$ cat config.mk
export PLATFORM = sky130hd
export DESIGN_NAME = ne16_normquant_packer
export DESIGN_NICKNAME = d
export VERILOG_FILES = /design/src/rtl/ne16_normquant_packer.sv
export SDC_FILE = /design/constraint.sdc
export NUM_CORES = 1
export LEC_CHECK = 0
export ABC_AREA = 1
export CELL_PAD_IN_SITES_DETAIL_PLACEMENT = 2
export CELL_PAD_IN_SITES_GLOBAL_PLACEMENT = 2
export CORE_MARGIN = 2
export CORE_UTILIZATION = 28
export CTS_CLUSTER_SIZE = 8
export DETAILED_ROUTE_END_ITERATION = 16
export PLACE_DENSITY_LB_ADDON = 0.1
export SLEW_MARGIN = 5
export SYNTH_ARGS = -nofsm -noshare
export SYNTH_HDL_FRONTEND = slang
export SYNTH_SLANG_ARGS = --single-unit
$ cat constraint.sdc
create_clock -name clk_i -period 13.6 [get_ports clk_i]
set_clock_uncertainty 0.2 [all_clocks]
set_input_delay 2.72 -clock clk_i [delete_from_list [all_inputs] [get_ports clk_i]]
set_output_delay 2.72 -clock clk_i [all_outputs]
set_load 0.02 [all_outputs]
$ cat src/rtl/ne16_normquant_packer.sv
// ne16_normquant_packer: compacts the low 1/2/4 bytes of each enabled normquant lane into strobed OUT_BYTES words.
// Optional macro NE16_PACKER_SATURATE_EN clamps each lane to the selected output width before byte selection.
module ne16_normquant_packer #(
    parameter int unsigned NMULT     = 4,
    parameter int unsigned OUT_BYTES = 16
) (
    input  logic                   clk_i,
    input  logic                   rst_i,
    input  logic                   clear_i,
    input  logic                   in_valid_i,
    output logic                   in_ready_o,
    input  logic [NMULT*32-1:0]    in_data_i,
    input  logic [NMULT-1:0]       in_mask_i,
    input  logic                   in_last_i,
    input  logic [1:0]             quant_mode_i,
    input  logic                   quant_signed_i,
    output logic                   out_valid_o,
    input  logic                   out_ready_i,
    output logic [OUT_BYTES*8-1:0] out_data_o,
    output logic [OUT_BYTES-1:0]   out_strb_o,
    output logic                   out_last_o,
    output logic                   busy_o
);
    localparam int unsigned IN_BYTES  = NMULT * 4;
    localparam int unsigned BUF_BYTES = 2 * OUT_BYTES;
    localparam int unsigned CNT_W     = $clog2(BUF_BYTES + 1);
    localparam int unsigned NIN_W     = $clog2(IN_BYTES + 1);
    localparam int unsigned PIDX_W    = $clog2(IN_BYTES);
    localparam logic [CNT_W-1:0] OUT_CNT   = CNT_W'(OUT_BYTES);
    localparam logic [CNT_W-1:0] READY_MAX = CNT_W'(BUF_BYTES - IN_BYTES);

    typedef enum logic [1:0] {
        IDLE  = 2'd0,
        ACCUM = 2'd1,
        FLUSH = 2'd2
    } state_e;

    state_e                    state_q, state_d;
    logic [CNT_W-1:0]          count_q, count_d;
    logic [BUF_BYTES-1:0][7:0] buf_q, buf_d;
    logic                      in_ready_q, in_ready_d;
    logic                      out_valid_q, out_valid_d;
    logic [OUT_BYTES-1:0][7:0] out_data_q, out_data_d;
    logic [OUT_BYTES-1:0]      out_strb_q, out_strb_d;
    logic                      out_last_q, out_last_d;
    logic                      busy_q, busy_d;

    logic [3:0]       byte_en;
    logic [7:0]       in_bytes [IN_BYTES];
    logic [NIN_W-1:0] n_in;
    logic [31:0]      lane;
    logic [CNT_W-1:0] off;
    logic             in_fire;
    logic             out_fire;
    logic             hold;

`ifdef NE16_PACKER_SATURATE_EN
    // Clamp a lane to the 8b/16b range; 32b passes through untouched.
    function automatic logic [31:0] saturate(input logic [31:0] v, input logic [1:0] mode,
                                             input logic sgn);
        logic signed [31:0] s;
        logic signed [31:0] lo;
        logic signed [31:0] hi;
        s = signed'(v);
        if (mode == 2'd1) begin
            lo = sgn ? -32'sd32768 : 32'sd0;
            hi = sgn ? 32'sd32767 : 32'sd65535;
        end else begin
            lo = sgn ? -32'sd128 : 32'sd0;
            hi = sgn ? 32'sd127 : 32'sd255;
        end
        if (mode == 2'd2) return v;
        if (s < lo) return unsigned'(lo);
        if (s > hi) return unsigned'(hi);
        return v;
    endfunction
`else
    logic unused_signed;
    assign unused_signed = quant_signed_i;
`endif

    assign in_fire  = in_valid_i & in_ready_q;
    assign out_fire = out_valid_q & out_ready_i;
    assign hold     = out_valid_q & ~out_ready_i;

    always_comb begin
        case (quant_mode_i)
            2'd1:    byte_en = 4'b0011;
            2'd2:    byte_en = 4'b1111;
            default: byte_en = 4'b0001;
        endcase
    end

    // Compact enabled lanes, ascending lane order, little-endian bytes within a lane.
    always_comb begin
        n_in = '0;
        lane = '0;
        for (int i = 0; i < int'(IN_BYTES); i++) in_bytes[i] = 8'h00;
        for (int k = 0; k < int'(NMULT); k++) begin
`ifdef NE16_PACKER_SATURATE_EN
            lane = saturate(in_data_i[32*k +: 32], quant_mode_i, quant_signed_i);
`else
            lane = in_data_i[32*k +: 32];
`endif
            for (int b = 0; b < 4; b++) begin
                if (in_mask_i[k] && byte_en[b]) begin
                    in_bytes[n_in[PIDX_W-1:0]] = lane[8*b +: 8];
                    n_in = n_in + NIN_W'(1);
                end
            end
        end
    end

    always_comb begin
        state_d     = state_q;
        count_d     = count_q;
        buf_d       = buf_q;
        off         = '0;
        in_ready_d  = 1'b0;
        busy_d      = 1'b0;
        out_valid_d = 1'b0;
        out_data_d  = '0;
        out_strb_d  = '0;
        out_last_d  = 1'b0;

        if (out_fire) begin
            if (state_q == FLUSH && out_last_q) begin
                state_d = IDLE;
                count_d = '0;
            end else begin
                buf_d   = buf_q >> (OUT_BYTES * 8);
                count_d = count_q - OUT_CNT;
            end
        end

        // New bytes land after any shift performed in the same cycle.
        if (in_fire) begin
            for (int i = 0; i < int'(BUF_BYTES); i++) begin
                off = CNT_W'(i) - count_d;
                if (CNT_W'(i) >= count_d && off < CNT_W'(n_in)) begin
                    buf_d[i] = in_bytes[off[PIDX_W-1:0]];
                end
            end
            count_d = count_d + CNT_W'(n_in);
            if (in_last_i) begin
                state_d = FLUSH;
            end else if (state_q == IDLE) begin
                state_d = ACCUM;
            end
        end

        in_ready_d = (state_d != FLUSH) && (count_d <= READY_MAX);
        busy_d     = (state_d != IDLE);

        // A stalled word is frozen; otherwise present the oldest bytes of the next buffer.
        if (hold) begin
            out_valid_d = out_valid_q;
            out_data_d  = out_data_q;
            out_strb_d  = out_strb_q;
            out_last_d  = out_last_q;
        end else begin
            out_valid_d = (count_d >= OUT_CNT) || (state_d == FLUSH);
            out_last_d  = (state_d == FLUSH) && (count_d <= OUT_CNT);
            for (int i = 0; i < int'(OUT_BYTES); i++) begin
                if (out_valid_d && CNT_W'(i) < count_d) begin
                    out_strb_d[i] = 1'b1;
                    out_data_d[i] = buf_d[i];
                end
            end
        end
    end

    always_ff @(posedge clk_i) begin
        if (rst_i || clear_i) begin
            state_q     <= IDLE;
            count_q     <= '0;
            buf_q       <= '0;
            in_ready_q  <= 1'b1;
            out_valid_q <= 1'b0;
            out_data_q  <= '0;
            out_strb_q  <= '0;
            out_last_q  <= 1'b0;
            busy_q      <= 1'b0;
        end else begin
            state_q     <= state_d;
            count_q     <= count_d;
            buf_q       <= buf_d;
            in_ready_q  <= in_ready_d;
            out_valid_q <= out_valid_d;
            out_data_q  <= out_data_d;
            out_strb_q  <= out_strb_d;
            out_last_q  <= out_last_d;
            busy_q      <= busy_d;
        end
    end

    assign in_ready_o  = in_ready_q;
    assign out_valid_o = out_valid_q;
    assign out_data_o  = out_data_q;
    assign out_strb_o  = out_strb_q;
    assign out_last_o  = out_last_q;
    assign busy_o      = busy_q;

endmodule

==> impl_metrics.env <==
export IMPL_status="complete, no violations"
export IMPL_vdd_drop_max_mv=0.102
export IMPL_grt_max_degree=136
export IMPL_r2r_end="buf_q[162]"
export IMPL_vias=60074
export IMPL_path_max_fanout=7
export IMPL_finalCriticalPeriod_ns=13.06
export IMPL_cts_num_sinks=412
export IMPL_die_w_um=394
export IMPL_clk_latency_ns=0.64
export IMPL_area_growth_pct=22.4
export IMPL_syn_area_um2=42600
export IMPL_clock_path_buffers=3
export IMPL_fillers=19190
export IMPL_hpwlAfterDp_um=261000
export IMPL_die_y_um=394
export IMPL_maxSlewHeadroom=0.167
export IMPL_finalHoldViolCount=0
export IMPL_htreeDepth=2
export IMPL_io_pins=289
export IMPL_start_util=0.281
export IMPL_r2r_slack_ns=6.29
export IMPL_seq_area_frac_synth=0.194
export IMPL_overflow=0
export IMPL_path_class="primary input to register"
export IMPL_cpMaxStageDelayCell="clkdlybuf4s50_1"
export IMPL_core_area_um2=152000
export IMPL_drt_iter0_markers=6596
export IMPL_hp_class="register to register"
export IMPL_first_global_vias=60126
export IMPL_worstSetupStartpoint="quant_mode_i[0]"
export IMPL_timing_rr_start="out_last_o"
export IMPL_synth_cells=7737
export IMPL_cts_buffers=57
export IMPL_antenna_found_initial=20
export IMPL_viasPerCell=5.92
export IMPL_drc=0
export IMPL_reg2regPathDepth=25
export IMPL_synthAdderAreaFrac=0.0389
export IMPL_ys_flop_type="dfxtp_1"
export IMPL_port_buffers=287
export IMPL_ys_types=55
export IMPL_multiInputGateArea_um2=30100
export IMPL_startpoint_type="primary input"
export IMPL_synth_edf_count=0
export IMPL_clk_pin_slew_ns=0.05
export IMPL_synth_top_family_by_area="simple AND/OR/NAND/NOR gates"
export IMPL_worstPathArrival_ns=13.38
export IMPL_dieArea_um2=155000
export IMPL_ys_warn_count=0
export IMPL_gp_congestion=1.05
export IMPL_leakagePower_nw=24.7
export IMPL_power_density_nw_per_um2=114
export IMPL_endpoint="out_data_o[62]"
export IMPL_rows=143
export IMPL_postLayoutCellArea_um2=52100
export IMPL_place_area_um2=50400
export IMPL_crit_path_max_incr_delay_ns=0.46
export IMPL_grt_use_total=0.400
export IMPL_ys_ff_latch=412
export IMPL_synth_compound_area_share=0.102
export IMPL_whs_ns=0.249
export IMPL_wl_um=322000
export IMPL_layout_drive_gt1_share=0.0870
export IMPL_min_period_over_period=0.960
export IMPL_synth_area_mux_share=0
export IMPL_synth_simple_area_share=0.549
export IMPL_layout_commonest_cell="nand2_1"
export IMPL_finalPower_mw=5.95
export IMPL_max_freq_mhz=76.6
export IMPL_slew_viol_final=0
export IMPL_cp_data_required_time_ns=13.92
export IMPL_tightest_slew_ns=1.25
export IMPL_setup_violations=0
export IMPL_yosys_area_share_xor_xnor=0.0103
export IMPL_clockRootBuffer="clkbuf_16"
export IMPL_antenna_left=0
export IMPL_num_nets_final=8371
export IMPL_dr_pass1_iters=6
export IMPL_async_flop_share=0
export IMPL_final_util=0.344
export IMPL_wire_per_inst_um=31.8
export IMPL_seq_area_um2=8250
export IMPL_final_cell_mix="nand2_1, nand3_1, inv_1, buf_4, dfxtp_1"
export IMPL_crit_path_end_kind="register"
export IMPL_maxCapViolations=0
export IMPL_syn_num_nets=8009
export IMPL_grt_pass1_wl_um=451000
export IMPL_syn_avg_cell_area_um2=5.50
export IMPL_cts_tree="built"
[critical path, delay by kind of cell]
family | cells | cell delay, ns
AO/OA/AOI/OAI | 9 | 1.67
adder cells (fa/ha/maj) | 12 | 3.74
buffers and inverters | 19 | 2.59
AND/OR/NAND/NOR | 19 | 2.63
[synth_stat cells, drive strengths merged, types with 8 or more instances]
| cell | count | area (um2) |
|---|---|---|
| a21oi | 328 | 1640 |
| buf | 115 | 591 |
| dfxtp | 412 | 8250 |
| xnor2 | 14 | 123 |
| and2 | 19 | 119 |
| nor2 | 198 | 797 |
| a31oi | 69 | 432 |
| o22ai | 22 | 138 |
| o211ai | 59 | 443 |
| a2111oi | 10 | 87.6 |
| xor2 | 36 | 315 |
| inv | 668 | 2510 |
| nand2 | 2582 | 9860 |
| o21ai | 253 | 1270 |
| nand3 | 2137 | 10900 |
| nand4 | 230 | 1460 |
| or2 | 9 | 56.3 |
| nor3 | 23 | 115 |
| clkinv | 37 | 139 |
| clkbuf | 337 | 1270 |
| a221oi | 8 | 70.1 |
| ha | 129 | 1610 |
| a211oi | 14 | 105 |
[cell type report]
type	instances	area share
flip-flops and latches	412	0.158
inverters	705	0.0512
well taps	2030	0.0487
clock inverters	3	0.00146
multi-input cells	6168	0.578
repair buffers	755	0.134
clock buffers	60	0.0278
diodes	13	0.000624
[worst min-delay path by stage]
stage / startpoint / to / slack [ns] / depth (start not counted)
after floorplan: state_q[0] / state_q[0] / 0.31 / 2
after global placement: out_data_o[50] / out_data_o[50] / 0.24 / 2
after CTS: out_data_o[67] / out_data_o[67] / 0.26 / 2
final: out_data_o[67] / out_data_o[67] / 0.25 / 2
after detailed placement: out_data_o[39] / out_data_o[39] / 0.24 / 2
after global routing: out_data_o[5] / out_data_o[5] / 0.28 / 2
[layer usage]
layer / global-route usage / vias up / part of all wire
li1: - / 26619 / -
met1: 0.555 / 30502 / 0.44
met2: 0.590 / 2455 / 0.42
met3: 0.0954 / 482 / 0.094
met4: 0.156 / 16 / 0.045
met5: 0.00800 / - / 0.00085
[power breakdown]
part	switching (mW)	internal [mW]	leakage [nW]
clock network	0.569	0.744	0.742
registers	0.0258	1.27	3.33
logic	2.41	0.926	20.6
[flip-flops by register name, summed over array words and instances, names as in the netlist]
register,cells
busy_o,1
in_ready_o,1
count_q,6
out_last_o,1
buf_q,256
out_strb_o,16
state_q,2
out_valid_o,1
out_data_o,128
[logic make-up after synthesis]
kind of cell / count (synthesis)
compound gates: 784
xor+xnor: 50
flops: 412
fa+ha+maj: 131
buf+inv: 1157
simple gates: 5203
[timing repair]
| item | in CTS | in global routing |
|---|---|---|
| gates resized for setup | 7 | 29 |
| pin swaps | 1 | 4 |
| buffers inserted | 1 | 3 |
| hold buffers | 0 | 0 |
| endpoints found under the setup margin | 187 | 326 |
[through the flow]
stage          setup TNS, ns  setup WS (ns)  cells
6_report                   0          0.541  10146
5_1_grt               -0.105        -0.0446  10140
4_1_cts                    0        0.00107  10130
3_5_place_dp         -231.57          -1.08  10066
3_3_place_gp          -98.06         -0.711  10066
2_1_floorplan              0          0.107   7737
No activity file was read; power rests on OpenSTA's default activity.
